## src/rtl/ibex_csr_redundant.sv

```systemverilog
// Redundantly stored CSR: single copy, inverted shadow pair, or triple copy with
// majority vote, background scrub, error lock-out and a saturating minor-error counter.
module ibex_csr_redundant #(
   parameter int unsigned      Width       = 32,
   parameter int unsigned      RedMode     = 2,
   parameter logic [Width-1:0] ResetValue  = '0,
   parameter int unsigned      ErrCntWidth = 8
) (
   input  logic                   clk_i,
   input  logic                   rst_i,
   input  logic [Width-1:0]       wr_data_i,
   input  logic                   wr_en_i,
   input  logic                   err_cnt_clr_i,
   output logic [Width-1:0]       rd_data_o,
   output logic                   rd_error_o,
   output logic                   csr_new_maj_err_o,
   output logic                   csr_new_min_err_o,
   output logic                   csr_scrub_occurred_o,
   output logic [ErrCntWidth-1:0] err_cnt_o
);

   localparam logic [1:0] StIdle   = 2'd0;
   localparam logic [1:0] StScrub  = 2'd1;
   localparam logic [1:0] StLocked = 2'd2;

   // In shadow mode copy1 holds the inverted data.
   localparam logic [Width-1:0] ShadowMask = (RedMode == 1) ? '1 : '0;

   logic [Width-1:0]       copy0_q, copy1_q, copy2_q;
   logic [Width-1:0]       vote, load_val;
   logic [2:0]             diff;
   logic                   minor, major, load;
   logic [1:0]             state_q, state_d;
   logic                   maj_pulse_q, maj_pulse_d;
   logic                   scrub_pulse_q, scrub_pulse_d;
   logic [ErrCntWidth-1:0] err_cnt_q, err_cnt_d;

   always_comb begin
      vote  = copy0_q;
      diff  = '0;
      minor = 1'b0;
      major = 1'b0;
      if (RedMode == 2) begin
         vote  = (copy0_q & copy1_q) | (copy0_q & copy2_q) | (copy1_q & copy2_q);
         diff  = {|(copy2_q ^ vote), |(copy1_q ^ vote), |(copy0_q ^ vote)};
         major = (diff[0] & diff[1]) | (diff[0] & diff[2]) | (diff[1] & diff[2]);
         minor = (^diff) & ~major;
      end else if (RedMode == 1) begin
         major = (copy0_q != ~copy1_q);
      end
   end

   assign load     = wr_en_i | (state_q == StScrub);
   assign load_val = wr_en_i ? wr_data_i : vote;

   always_ff @(posedge clk_i or posedge rst_i) begin
      if (rst_i) begin
         copy0_q <= ResetValue;
         copy1_q <= ResetValue ^ ShadowMask;
         copy2_q <= ResetValue;
      end else if (load) begin
         copy0_q <= load_val;
         copy1_q <= load_val ^ ShadowMask;
         copy2_q <= load_val;
      end
   end

   // Errors are only acted on when no write is pending; a write always returns to idle.
   always_comb begin
      state_d = state_q;
      if (RedMode == 0 || wr_en_i) begin
         state_d = StIdle;
      end else begin
         case (state_q)
            StIdle: begin
               if (major) begin
                  state_d = StLocked;
               end else if (minor) begin
                  state_d = StScrub;
               end
            end
            StScrub:  state_d = StIdle;
            StLocked: state_d = StLocked;
            default:  state_d = StIdle;
         endcase
      end
   end

   always_comb begin
      maj_pulse_d   = (state_q == StIdle) && (state_d == StLocked);
      scrub_pulse_d = (state_q == StScrub) && !wr_en_i;
      err_cnt_d     = err_cnt_q;
      if (err_cnt_clr_i) begin
         err_cnt_d = '0;
      end else if (state_q == StScrub && err_cnt_q != '1) begin
         err_cnt_d = err_cnt_q + ErrCntWidth'(1);
      end
   end

   always_ff @(posedge clk_i or posedge rst_i) begin
      if (rst_i) begin
         state_q       <= StIdle;
         maj_pulse_q   <= 1'b0;
         scrub_pulse_q <= 1'b0;
         err_cnt_q     <= '0;
      end else begin
         state_q       <= state_d;
         maj_pulse_q   <= maj_pulse_d;
         scrub_pulse_q <= scrub_pulse_d;
         err_cnt_q     <= err_cnt_d;
      end
   end

   assign rd_data_o            = vote;
   assign rd_error_o           = (RedMode != 0) && ((state_q == StLocked) || major);
   assign csr_new_maj_err_o    = (RedMode != 0) && maj_pulse_q;
   assign csr_new_min_err_o    = (RedMode != 0) && (state_q == StScrub);
   assign csr_scrub_occurred_o = (RedMode != 0) && scrub_pulse_q;
   assign err_cnt_o            = (RedMode != 0) ? err_cnt_q : '0;

endmodule

```

## config.mk

```make
export PLATFORM = sky130hd
export DESIGN_NAME = ibex_csr_redundant
export DESIGN_NICKNAME = d
export VERILOG_FILES = /design/src/rtl/ibex_csr_redundant.sv
export SDC_FILE = /design/constraint.sdc
export NUM_CORES = 1
export LEC_CHECK = 0
export BUFFER_PORTS_ARGS = -buffer_cell sky130_fd_sc_hd__buf_2
export CORE_AREA = 4 4 65 67
export DETAILED_ROUTE_END_ITERATION = 10
export DIE_AREA = 0 0 69 71
export PLACE_DENSITY = 0.81
export SLEW_MARGIN = 10
export SYNTH_ARGS = -nofsm -noshare
export SYNTH_HDL_FRONTEND = slang
export SYNTH_SLANG_ARGS = --single-unit
```

## constraint.sdc

```tcl
create_clock -name clk_i -period 4.7 [get_ports clk_i]
set_input_delay 0.47 -clock clk_i [delete_from_list [all_inputs] [get_ports clk_i]]
set_output_delay 0.47 -clock clk_i [all_outputs]
set_load 0.02 [all_outputs]
```

* After elaboration in Yosys (flattened, before gate mapping)
Index checks and enable logic that the tools add are counted.
** Word-level totals
- Bits in registers :: 44
- Word-level logic and storage cells :: 33
- Output and inout port bits :: 44
- Input bits :: 36
** Cells by class
- Equality and inequality tests :: 4
- Multiplexer cells :: 7
- Bitwise logic cells :: 7
- Add/sub/neg operators :: 1
- Reductions and logical operators :: 9
** Operators by type and width (number)
- $or 32x32->32 :: 2
- $and 32x32->32 :: 1
- $mux 32 :: 1
- $reduce_or 32->1 :: 1
- $xor 32x32->32 :: 1
- $mux 8 :: 2
- $add 8x1->8 const B :: 1
- $ne 8x8->1 const B :: 1
- $mux 2 :: 3
- $eq 2x2->1 const B :: 2
- $pmux 2 s2 :: 1
- $logic_and 1x1->1 :: 3
- $reduce_xor 3->1 :: 1
- $eq 2x1->1 const B :: 1
- $logic_not 2->1 :: 1
- $reduce_bool 2->1 :: 1
- $and 1x1->1 :: 1
- $logic_not 1->1 :: 1
- $logic_or 1x1->1 :: 1
- $not 1->1 :: 1
- $or 1x1->1 :: 1

* Logic depth before layout (Yosys ltp)
Gate-level depths: netlist (run 1).
- Word-level depth :: 13
- Depth in mapped cells :: 5
- Depth with buffers taken out :: 5

* Worst setup path after synthesis (run 1)
No wires, ideal clock.
- Path kind :: reg-to-reg
- Start :: register err_cnt_q[0], in the netlist err_cnt_o[0]
- End :: register err_cnt_q[5], in the netlist err_cnt_o[5]
- Data required time :: 4.622 ns
- Path buffers :: 0
- Library setup time :: 0.078 ns
- Slack :: 3.054 ns
- Stages on the path, launching flop included :: 6
- Clock period less this slack :: 1.646 ns
- Arrival :: 1.568 ns
- Cells stage by stage :: dfrtp_1 ha_1 nand3_1 o21ai_2 or4_1 a21oi_1
** On the way
- Cells in the longest elaborated chain, start to end :: 3
- Elaborated cells between the ends (all ways) :: 6
- Those cells by class :: 1 x add/sub; 1 x eq/ne; 2 x mux; 2 x reduce/logical
** RTL lines
- start: declaration :: line 36 : logic [ErrCntWidth-1:0] err_cnt_q, err_cnt_d;
- start signal: assignment :: line 110 : err_cnt_q <= err_cnt_d;
- $add 8x1->8 or $ne 8x8->1 (tied branches) :: line 96, 95
- $mux 8 or $logic_and 1x1->1 (tied branches) :: line 95 : end else if (state_q == StScrub && err_cnt_q != '1) begin
- $mux 8 or $reduce_bool 2->1 (tied branches)
Parallel ways exist; a longest one is shown, timed or not. The select of a mux whose other input is x is not followed.
A chain may end at the register's enable or synchronous reset.

* Final worst setup path (run 1)
Ends and elaborated chain as after synthesis.

==> results of run 1 <==
-- worst max-delay path by stage --
| stage | start | to | cells after the start |
|---|---|---|---|
| after global placement | err_cnt_o[0] | err_cnt_o[5] | 5 |
| after floorplan | err_cnt_o[0] | err_cnt_o[5] | 5 |
| after CTS | err_cnt_o[0] | err_cnt_o[5] | 5 |
| final | err_cnt_o[0] | err_cnt_o[5] | 5 |
| after detailed placement | err_cnt_o[0] | err_cnt_o[5] | 5 |
| after global routing | err_cnt_o[0] | err_cnt_o[5] | 5 |
-- through the flow --
step                      instances  cell area, um2  total power, mW  setup WS [ns]   util
final                           253            2300            0.838           3.01  0.633
after global routing            253            2300            0.881           2.92  0.633
after CTS                       253            2300            0.852           3.01  0.633
after detailed placement        245            2190            0.572           3.03  0.603
after global placement          245            2190            0.567           3.07  0.603
after floorplan                 122            1750            0.515           3.05      -
-- area by class of cell --
type | instances | share of cell area
sequential | 44 | 0.479
multi-input combinational | 72 | 0.271
timing repair buffer | 80 | 0.175
clock buffer | 6 | 0.0316
tap | 48 | 0.0261
clock inverter | 2 | 0.0152
inverter | 1 | 0.00163
-- power groups by stage --
stage / Sequential, mW / Combinational, mW / Clock (mW)
5_1_grt: 0.431 / 0.148 / 0.302
3_5_place_dp: 0.433 / 0.139 / 0
3_3_place_gp: 0.431 / 0.136 / 0
6_report: 0.425 / 0.136 / 0.276
2_1_floorplan: 0.470 / 0.0452 / 0
4_1_cts: 0.426 / 0.139 / 0.287
-- flip-flops by register name, summed over array words and instances (netlist names) --
name	flops
copy2_q	32
err_cnt_o	8
state_q	2
csr_new_maj_err_o	1
csr_scrub_occurred_o	1
-- critical path: cells and delay by family, from the launching register on --
family,cells,cell delay [ns]
fa+ha+maj,1,0.30
compound gates,2,0.27
simple gates,2,0.61
flops,1,0.44
-- Yosys cell counts --
library cell   n  area, um2
nor2_1         5       18.8
o21ai_0        1       5.00
mux2i_1        1       10.0
xor2_1         4       35.0
dfrtp_1       44       1100
and4_1         1       8.76
mux2_1         9        101
nor3b_1        1       7.51
mux2_2        23        259
inv_1          1       3.75
or4_1          1       7.51
nor2b_2        1       8.76
nand2_1        3       11.3
clkbuf_1       1       3.75
or3_1          1       6.26
nor3_1         1       5.00
a21oi_1        2       10.0
nor2b_4        1       13.8
conb_1         1       3.75
buf_2          3       15.0
and2b_2        1       8.76
ha_1           1       12.5
nand3_1        4       20.0
a31oi_1        1       6.26
nand4_1        2       12.5
o21ai_2        1       8.76
o211ai_1       2       15.0
and4b_1        1       10.0
o31ai_1        1       7.51
buf_1          1       3.75
nor2b_1        1       6.26
-- cell families (layout without fill, tap and decap cells) --
kind of cell	count (synthesis)	after routing
other	1	2
AOI/OAI and AO/OA	8	8
xor gates and xnor gates	4	4
adders and majority gates	1	1
muxes	33	33
DFF	44	44
buffers and inverters	6	89
and+or+nand+nor	24	24
-- metal layers --
layer / global-route usage / wire length [um] / share of wire
met1: 0.183 / 1430 / 0.41
met2: 0.252 / 1770 / 0.50
met3: 0.0653 / 267 / 0.076
met4: 0.0586 / 61 / 0.017
met5: 0 / 0 / 0
==> reports/qor.tcl, run 1 <==
set qor(synth.avg_cell_area_um2) 14.4
set qor(arrival_ns) 1.91
set qor(finalHoldViolations) 0
set qor(ff2ff_path_depth) 5
set qor(fin_crit_ns) 1.69
set qor(critical_path.startpoint_type) {flop}
set qor(slowest_delay_ns) 0.48
set qor(cts_inserted_buffers) 5
set qor(synth_compound_area_frac) 0.0301
set qor(net-switching-power_uw) 214
set qor(grt_overflow) 0
set qor(synth.cell_area_um2) 1750
set qor(cellInternalPower_uw) 624
set qor(clock_tree.buffer_depth) 2
set qor(regToRegEndpoint) {err_cnt_o[5]}
set qor(clkTransAtPathRegs_ns) 0.08
set qor(global_route.usage.total) 0.155
set qor(synth.area.mux_share) 0.212
set qor(first_pass_grt_wire_length_mm) 6.01
set qor(run_status) {completed}
set qor(timing.setup.tns_ns) 0
set qor(max_slew_headroom) 0.505
set qor(yosys.area_share.adder) 0.00716
set qor(count_of_warnings_emitted_by_yosys) 0
set qor(die_w_um) 69
set qor(maximum_number_of_pins_on_one_net_before_global_route_repair) 45
set qor(cts_tree) {yes}
set qor(die-area_um2) 4900
set qor(synthXorXnorAreaFrac) 0.0201
set qor(timing_worst_slew_pin_value_ns) 0.743
set qor(regToRegStartpoint) {err_cnt_o[0]}
set qor(viasPerCell) 4.90
set qor(detailroute.via_count) 1240
set qor(netSwitchingFraction) 0.255
set qor(share_of_the_cycle_needed_by_the_critical_path_after_routing) 0.360
set qor(ys_seq_elements) 44
set qor(timing.clock.skew_ns) 0.00483
set qor(core_area_um2) 3630
set qor(power_frac_clock) 0.330
set qor(drt_pass1_iterations) 4
set qor(synthesis.instances) 121
set qor(totalWireLength_mm) 3.53
set qor(multiInputGateArea_um2) 623
set qor(hold-worst-slack_ns) 0.284
set qor(setup.reg_to_reg.worst_slack_ns) 3.01
set qor(port_buffers) 79
set qor(die_h_um) 71
set qor(crit_path_max_fanout) 6
set qor(main_combinational_cell_family_by_area_after_synthesis) {multiplexers}
set qor(most_common_library_cell_in_the_layout_ignoring_fill_and_taps) {buf_2}
set qor(total_number_of_nets_in_the_final_design) 241
set qor(cts_resized) 0
set qor(initialDrtViolationCount) 53
set qor(drc_violations) 0
set qor(first_global_vias) 1308
set qor(ctsHoldBuffers) 0
set qor(seqPwrFrac) 0.507
set qor(grt_setup_unrepaired) {no}
set qor(clock_tree.root_cell) {clkbuf_8}
set qor(antenna_violations_before_repair) 0
set qor(dpl.hpwl_mm) 2.66
set qor(fillers) 313
set qor(antenna_nets_post_route) 0
set qor(clkSinkCount) 44
set qor(io_pins) 80
set qor(cap_viol_max_count) 0
set qor(cts.htree.levels) 2
set qor(wire_per_inst_um) 13.9
set qor(share_comb_of_total_power) 0.163
set qor(peakVddDrop_v) 0.000226
set qor(share_of_synthesized_area_occupied_by_flip_flops_and_latches) 0.630
set qor(setup_viol) 0
set qor(path_cells) {ha_1, nand3_1, o21ai_2, or4_1, a21oi_1}
set qor(layout-area-overhead-vs-synth_pct) 31.6
set qor(postCtsSetupBuffers) 0
set qor(crit_slowest_cell) {or4_1}
set qor(timing.critical_path.to_type) {flop}
set qor(hold_path_class) {in2async}
set qor(worst_skew_late_latency_ns) 0.29
set qor(initial_core_util) 0.481
set qor(core.rowCount) 22
set qor(synth_simple_gate_area_share) 0.0831
set qor(final_cell_mix) {buf_2 (79), dfrtp_1 (44), mux2_2 (23)}
set qor(final_max_slew_viol_count) 0
set qor(setup.worst_path.class) {reg2reg}
set qor(cp_data_required_time_ns) 4.92
set qor(clock.fmax_ghz) 0.590
set qor(register_area_um2) 1100
set qor(drive_above_1_share) 0.556
set qor(power_density_nw_per_um2) 364
set qor(gpl.final_weighted_congestion) 0.760
set qor(synth.lib_cells_used.distinct) 31
set qor(power_leakage_nw) 1.14
set qor(antenna_diode_count) 0
Power figures use the tool's default switching activity.
==> run 2: changes to the inputs <==
--- a/config.mk
+++ b/config.mk
@@ -6,10 +6,10 @@
 export NUM_CORES = 1
 export LEC_CHECK = 0
 export BUFFER_PORTS_ARGS = -buffer_cell sky130_fd_sc_hd__buf_2
-export CORE_AREA = 4 4 65 67
+export CORE_AREA = 4 4 67 69
 export DETAILED_ROUTE_END_ITERATION = 10
-export DIE_AREA = 0 0 69 71
-export PLACE_DENSITY = 0.81
+export DIE_AREA = 0 0 71 73
+export PLACE_DENSITY = 0.77
 export SLEW_MARGIN = 10
 export SYNTH_ARGS = -nofsm -noshare
 export SYNTH_HDL_FRONTEND = slang
==> constraint.sdc (replaced) <==
create_clock -name clk_i -period 1.65 [get_ports clk_i]
set_input_delay 0.165 -clock clk_i [delete_from_list [all_inputs] [get_ports clk_i]]
set_output_delay 0.165 -clock clk_i [all_outputs]
set_load 0.02 [all_outputs]
==> reports/qor.tcl, run 2 (synthesis results as in run 1) <==
set qor(run_status) {completed}
set qor(regMostFlops) {copy2_q}
set qor(regToRegEndpoint) {err_cnt_o[4]}
set qor(finalHoldViolations) 0
set qor(clock.fmax_ghz) 0.648
set qor(wire_per_inst_um) 13.8
set qor(initial_core_util) 0.446
set qor(setup.worst_path.class) {reg2reg}
set qor(arrival_ns) 1.76
set qor(cts_tree) {yes}
set qor(share_comb_of_total_power) 0.184
set qor(die_w_um) 71
set qor(slowest_delay_ns) 0.43
set qor(ff2ff_path_depth) 6
set qor(clkSinkCount) 44
set qor(fillers) 327
set qor(max_slew_headroom) 0.530
set qor(clkTransAtPathRegs_ns) 0.07
set qor(power_leakage_nw) 1.16
set qor(antenna_diode_count) 0
set qor(total_number_of_nets_in_the_final_design) 246
set qor(placed_area_um2) 2240
set qor(cts_inserted_buffers) 5
set qor(gpl.final_weighted_congestion) 0.754
set qor(layout-area-overhead-vs-synth_pct) 33.7
set qor(path_buf_inv) 1
set qor(die-area_um2) 5180
set qor(clock_tree.buffer_depth) 2
set qor(layout.cell_area.non_filler_um2) 2340
set qor(timing_worst_slew_pin_value_ns) 0.700
set qor(cap_viol_max_count) 0
set qor(antenna_violations_before_repair) 0
set qor(netSwitchingFraction) 0.267
set qor(net-switching-power_uw) 594
set qor(timing.critical_path.to_type) {flop}
set qor(largest_register_ff_count) 32
set qor(viasPerCell) 4.94
set qor(dp.cells) 250
set qor(worst_skew_late_latency_ns) 0.28
set qor(hold_path_class) {in2reg}
set qor(regToRegStartpoint) {err_cnt_o[1]}
set qor(core_area_um2) 3910
set qor(timing.clock.skew_ns) 0.00321
set qor(share_of_the_cycle_needed_by_the_critical_path_after_routing) 0.936
set qor(setup_viol) 0
set qor(dpl.hpwl_mm) 2.73
set qor(hold_start) {wr_data_i[31]}
set qor(crit_slowest_cell) {dfrtp_1}
set qor(final_cell_mix) {buf_2 (79), dfrtp_1 (44), mux2_2 (23)}
set qor(critical_path.startpoint_type) {flop}
set qor(totalWireLength_mm) 3.58
set qor(port_buffers) 79
set qor(cts_resized) 0
set qor(core.rowCount) 23
set qor(min_to) {copy2_q[31]}
set qor(clock_tree.root_cell) {clkbuf_8}
set qor(drc_violations) 0
set qor(crit_path_max_fanout) 5
set qor(antenna_nets_post_route) 0
set qor(grt_overflow) 0
set qor(cts.htree.levels) 2
set qor(detailroute.via_count) 1279
set qor(grt_setup_unrepaired) {no}
set qor(critical-path-top-delay-family) {simple AND/OR/NAND/NOR gates}
set qor(multiInputGateArea_um2) 623
set qor(peakVddDrop_v) 0.000636
set qor(register_area_um2) 1100
set qor(drive_above_1_share) 0.560
set qor(most_common_library_cell_in_the_layout_ignoring_fill_and_taps) {buf_2}
set qor(instances_no_fill) 259
set qor(die_h_um) 73
set qor(fin_crit_ns) 1.54
set qor(power_density_nw_per_um2) 952
set qor(first_pass_grt_wire_length_mm) 6.15
set qor(drt_pass1_iterations) 4
set qor(initialDrtViolationCount) 35
set qor(hold-path-cell-count) 2
set qor(setup.reg_to_reg.worst_slack_ns) 0.11
set qor(io_pins) 80
set qor(path_cells) {ha_1, nand3_1, o21ai_2, buf_4, or3_1, a21oi_1}
set qor(global_route.usage.total) 0.154
set qor(maximum_number_of_pins_on_one_net_before_global_route_repair) 27
set qor(seqPwrFrac) 0.543
set qor(power_frac_clock) 0.273
set qor(cellInternalPower_mw) 1.63
set qor(final_max_slew_viol_count) 0
set qor(cp_data_required_time_ns) 1.86
set qor(timing.setup.tns_ns) 0
set qor(first_global_vias) 1305
-- run 2: cell types whose count changed in the layout (fill, tap and decap cells not counted), sizes merged --
cell         previous run  this run
buf                    80        84
bufinv                  1         0
dlygate4sd3             0         1
-- run 2: power groups by stage --
stage | logic [mW] | clock network (mW) | registers (mW)
6_report | 0.409 | 0.608 | 1.21
5_1_grt | 0.447 | 0.685 | 1.22
4_1_cts | 0.412 | 0.639 | 1.21
3_5_place_dp | 0.411 | 0 | 1.23
3_3_place_gp | 0.403 | 0 | 1.23
2_1_floorplan | 0.129 | 0 | 1.34
-- run 2: layer usage --
metal | wire length (um) | global-route usage | up-vias | share of wire
li1 | - | - | 601 | -
met5 | 0 | 0 | - | 0
met1 | 1480 | 0.198 | 616 | 0.41
met2 | 1630 | 0.228 | 57 | 0.45
met3 | 419 | 0.0689 | 5 | 0.12
met4 | 53 | 0.0605 | 0 | 0.015
-- run 2: worst max path at each step --
stage / cells after the start / slack, ns / from / end
2_1_floorplan: 5 / 0.004 / err_cnt_o[0] / err_cnt_o[5]
3_3_place_gp: 6 / 0.17 / err_cnt_o[0] / err_cnt_o[4]
3_5_place_dp: 6 / 0.09 / err_cnt_o[0] / err_cnt_o[4]
4_1_cts: 6 / 0.07 / err_cnt_o[0] / err_cnt_o[4]
5_1_grt: 5 / 0.009 / err_cnt_o[1] / err_cnt_o[5]
6_report: 6 / 0.11 / err_cnt_o[1] / err_cnt_o[4]
-- run 2: cell type report --
cell class,count,share of cell area
Clock inverter,1,0.00214
Tap cell,50,0.0268
Multi-Input combinational cell,72,0.267
Clock buffer,6,0.0311
Timing Repair Buffer,85,0.200
Sequential cell,44,0.471
Inverter,1,0.00161
-- run 2: stage by stage --
step / utilization / setup slack, ns / hold WS (ns) / power, mW
after floorplan: - / 0.00388 / 0.300 / 1.47
after global placement: 0.573 / 0.174 / 0.224 / 1.63
after detailed placement: 0.573 / 0.0924 / 0.223 / 1.64
after CTS: 0.595 / 0.0730 / 0.0787 / 2.26
after global routing: 0.597 / 0.00874 / 0.0856 / 2.35
final: 0.597 / 0.106 / 0.0905 / 2.23
-- run 2: timing repair --
action                                  CTS  global route
setup buffers                             0             1
hold endpoints to repair                 18             0
hold buffers                              1             0
endpoints found under the setup margin    0             1
==> run 3: changes to the inputs <==
--- a/config.mk
+++ b/config.mk
@@ -6,10 +6,10 @@
 export NUM_CORES = 1
 export LEC_CHECK = 0
 export BUFFER_PORTS_ARGS = -buffer_cell sky130_fd_sc_hd__buf_2
-export CORE_AREA = 4 4 67 69
+export CORE_AREA = 4 4 52 89
 export DETAILED_ROUTE_END_ITERATION = 10
-export DIE_AREA = 0 0 71 73
-export PLACE_DENSITY = 0.77
+export DIE_AREA = 0 0 56 93
+export PLACE_DENSITY = 0.76
 export SLEW_MARGIN = 10
 export SYNTH_ARGS = -nofsm -noshare
 export SYNTH_HDL_FRONTEND = slang
==> reports/qor.tcl, run 3 (synthesis results as in run 1) <==
set qor(run_status) {finished with violations}
set qor(violations_in_the_final_reports) {hold timing}
set qor(total_number_of_nets_in_the_final_design) 244
set qor(power_leakage_nw) 1.16
set qor(setup_viol) 0
set qor(layout-area-overhead-vs-synth_pct) 33.8
set qor(fin_util) 0.599
set qor(gpl.final_weighted_congestion) 0.717
set qor(crit_path_max_fanout) 6
set qor(power_density_nw_per_um2) 1030
set qor(share_of_the_cycle_needed_by_the_critical_path_after_routing) 0.931
set qor(drt_pass1_iterations) 4
set qor(cts.htree.levels) 2
set qor(slowest_delay_ns) 0.47
set qor(path_buf_inv) 0
set qor(die-area_um2) 5210
set qor(fillers) 350
set qor(peakVddDrop_v) 0.000802
set qor(clock.fmax_ghz) 0.651
set qor(antenna_diode_count) 0
set qor(timing.critical_path.to_type) {flop}
set qor(dpl.hpwl_mm) 2.70
set qor(regToRegEndpoint) {err_cnt_o[5]}
set qor(clkTransAtPathRegs_ns) 0.08
set qor(viasPerCell) 4.97
set qor(totalWireLength_mm) 3.53
set qor(timing.clock.skew_ns) 0.00362
set qor(clock_tree.root_cell) {clkbuf_8}
set qor(drive_above_1_share) 0.567
set qor(antenna_violations_before_repair) 0
set qor(setup.reg_to_reg.worst_slack_ns) 0.11
set qor(fin_crit_ns) 1.54
set qor(drc_violations) 0
set qor(antenna_nets_post_route) 0
set qor(die_w_um) 56
set qor(worst_skew_late_latency_ns) 0.29
set qor(setup.worst_path.class) {reg2reg}
set qor(hold_path_class) {in2async}
set qor(most_common_library_cell_in_the_layout_ignoring_fill_and_taps) {buf_2}
set qor(initial_core_util) 0.447
set qor(cp_data_required_time_ns) 1.86
set qor(finalHoldViolations) 20
set qor(grt_setup_unrepaired) {no}
set qor(io_pins) 80
set qor(first_pass_grt_wire_length_mm) 5.92
set qor(total_power_mw) 2.41
set qor(path_cells) {ha_1, nand3_1, o21ai_2, or4_1, a21oi_1}
set qor(regMostFlops) {copy2_q}
set qor(max_slew_headroom) 0.644
set qor(critical_path.startpoint_type) {flop}
set qor(wire_per_inst_um) 13.8
set qor(clkSinkCount) 44
set qor(final_max_slew_viol_count) 0
set qor(timing.setup.tns_ns) 0
set qor(critical-path-top-delay-family) {simple AND/OR/NAND/NOR gates}
set qor(final_cell_mix) {buf_2 (79), dfrtp_1 (44), mux2_2 (23)}
set qor(core_area_um2) 3900
set qor(grt_overflow) 0
set qor(initialDrtViolationCount) 20
set qor(ctsHoldBuffers) 0
set qor(die_h_um) 93
set qor(arrival_ns) 1.75
set qor(cts_resized) 0
set qor(largest_register_ff_count) 32
set qor(port_buffers) 79
set qor(crit_slowest_cell) {or4_1}
set qor(cts_inserted_buffers) 5
set qor(detailroute.via_count) 1272
set qor(clock_tree.buffer_depth) 2
set qor(timing_worst_slew_pin_value_ns) 0.534
set qor(core.rowCount) 30
set qor(first_global_vias) 1307
set qor(ff2ff_path_depth) 5
set qor(global_route.usage.total) 0.146
set qor(regToRegStartpoint) {err_cnt_o[1]}
set qor(maximum_number_of_pins_on_one_net_before_global_route_repair) 45
set qor(hold-worst-slack_ns) -0.0146
set qor(cts_tree) {yes}
set qor(postCtsSetupBuffers) 0
set qor(cap_viol_max_count) 0
-- run 3: cell types whose count changed in the layout (fill, tap and decap cells not counted) --
cell	before	now
bufinv_16	0	1
dlygate4sd3_1	1	0
clkbuf_1	1	0
buf_12	2	1
clkinvlp_4	0	1
-- run 3: routing by layer --
layer / track usage / wire length, um
met2: 0.267 / 1980
met3: 0.0483 / 245
met4: 0.0594 / 29
met1: 0.149 / 1270
met5: 0 / 0
-- run 3: how the worst max path moves through the flow --
| stage | start | endpoint | slack [ns] | depth (start not counted) |
|---|---|---|---|---|
| detailed placement | err_cnt_o[1] | err_cnt_o[5] | 0.12 | 5 |
| CTS | err_cnt_o[1] | err_cnt_o[5] | 0.1 | 5 |
| global route | err_cnt_o[1] | err_cnt_o[5] | 0.01 | 5 |
| global placement | err_cnt_o[1] | err_cnt_o[5] | 0.15 | 5 |
| floorplan | err_cnt_o[0] | err_cnt_o[5] | 0.004 | 5 |
| finish | err_cnt_o[1] | err_cnt_o[5] | 0.11 | 5 |
-- run 3: area by class of cell --
type	count	area (um2)	share of cell area
flip-flops and latches	44	1100	0.471
multi-input cells	72	623	0.267
repair buffers	83	438	0.187
clock inverters	3	42.5	0.0182
well taps	48	60.1	0.0257
inverters	1	3.75	0.00161
clock buffers	5	68.8	0.0294
-- run 3: tightest hold or removal path: cells and delay by family --
kind	cells	cell delay, ns
buf+inv	3	0.57
-- run 3: stage by stage --
| stage | cells | cell area (um2) | setup slack, ns |
|---|---|---|---|
| 6_report | 256 | 2340 | 0.115 |
| 5_1_grt | 256 | 2340 | 0.0109 |
| 4_1_cts | 256 | 2340 | 0.0998 |
| 3_5_place_dp | 248 | 2230 | 0.116 |
| 3_3_place_gp | 248 | 2230 | 0.153 |
| 2_1_floorplan | 122 | 1750 | 0.00388 |
-- run 3: report_power, final --
part	switching (mW)	leakage, nW	total [mW]	internal, mW
Clock	0.358	0.0541	0.806	0.448
Sequential	0.0405	0.535	1.20	1.16
Combinational	0.230	0.567	0.401	0.171
Total	0.628	1.16	2.41	1.78
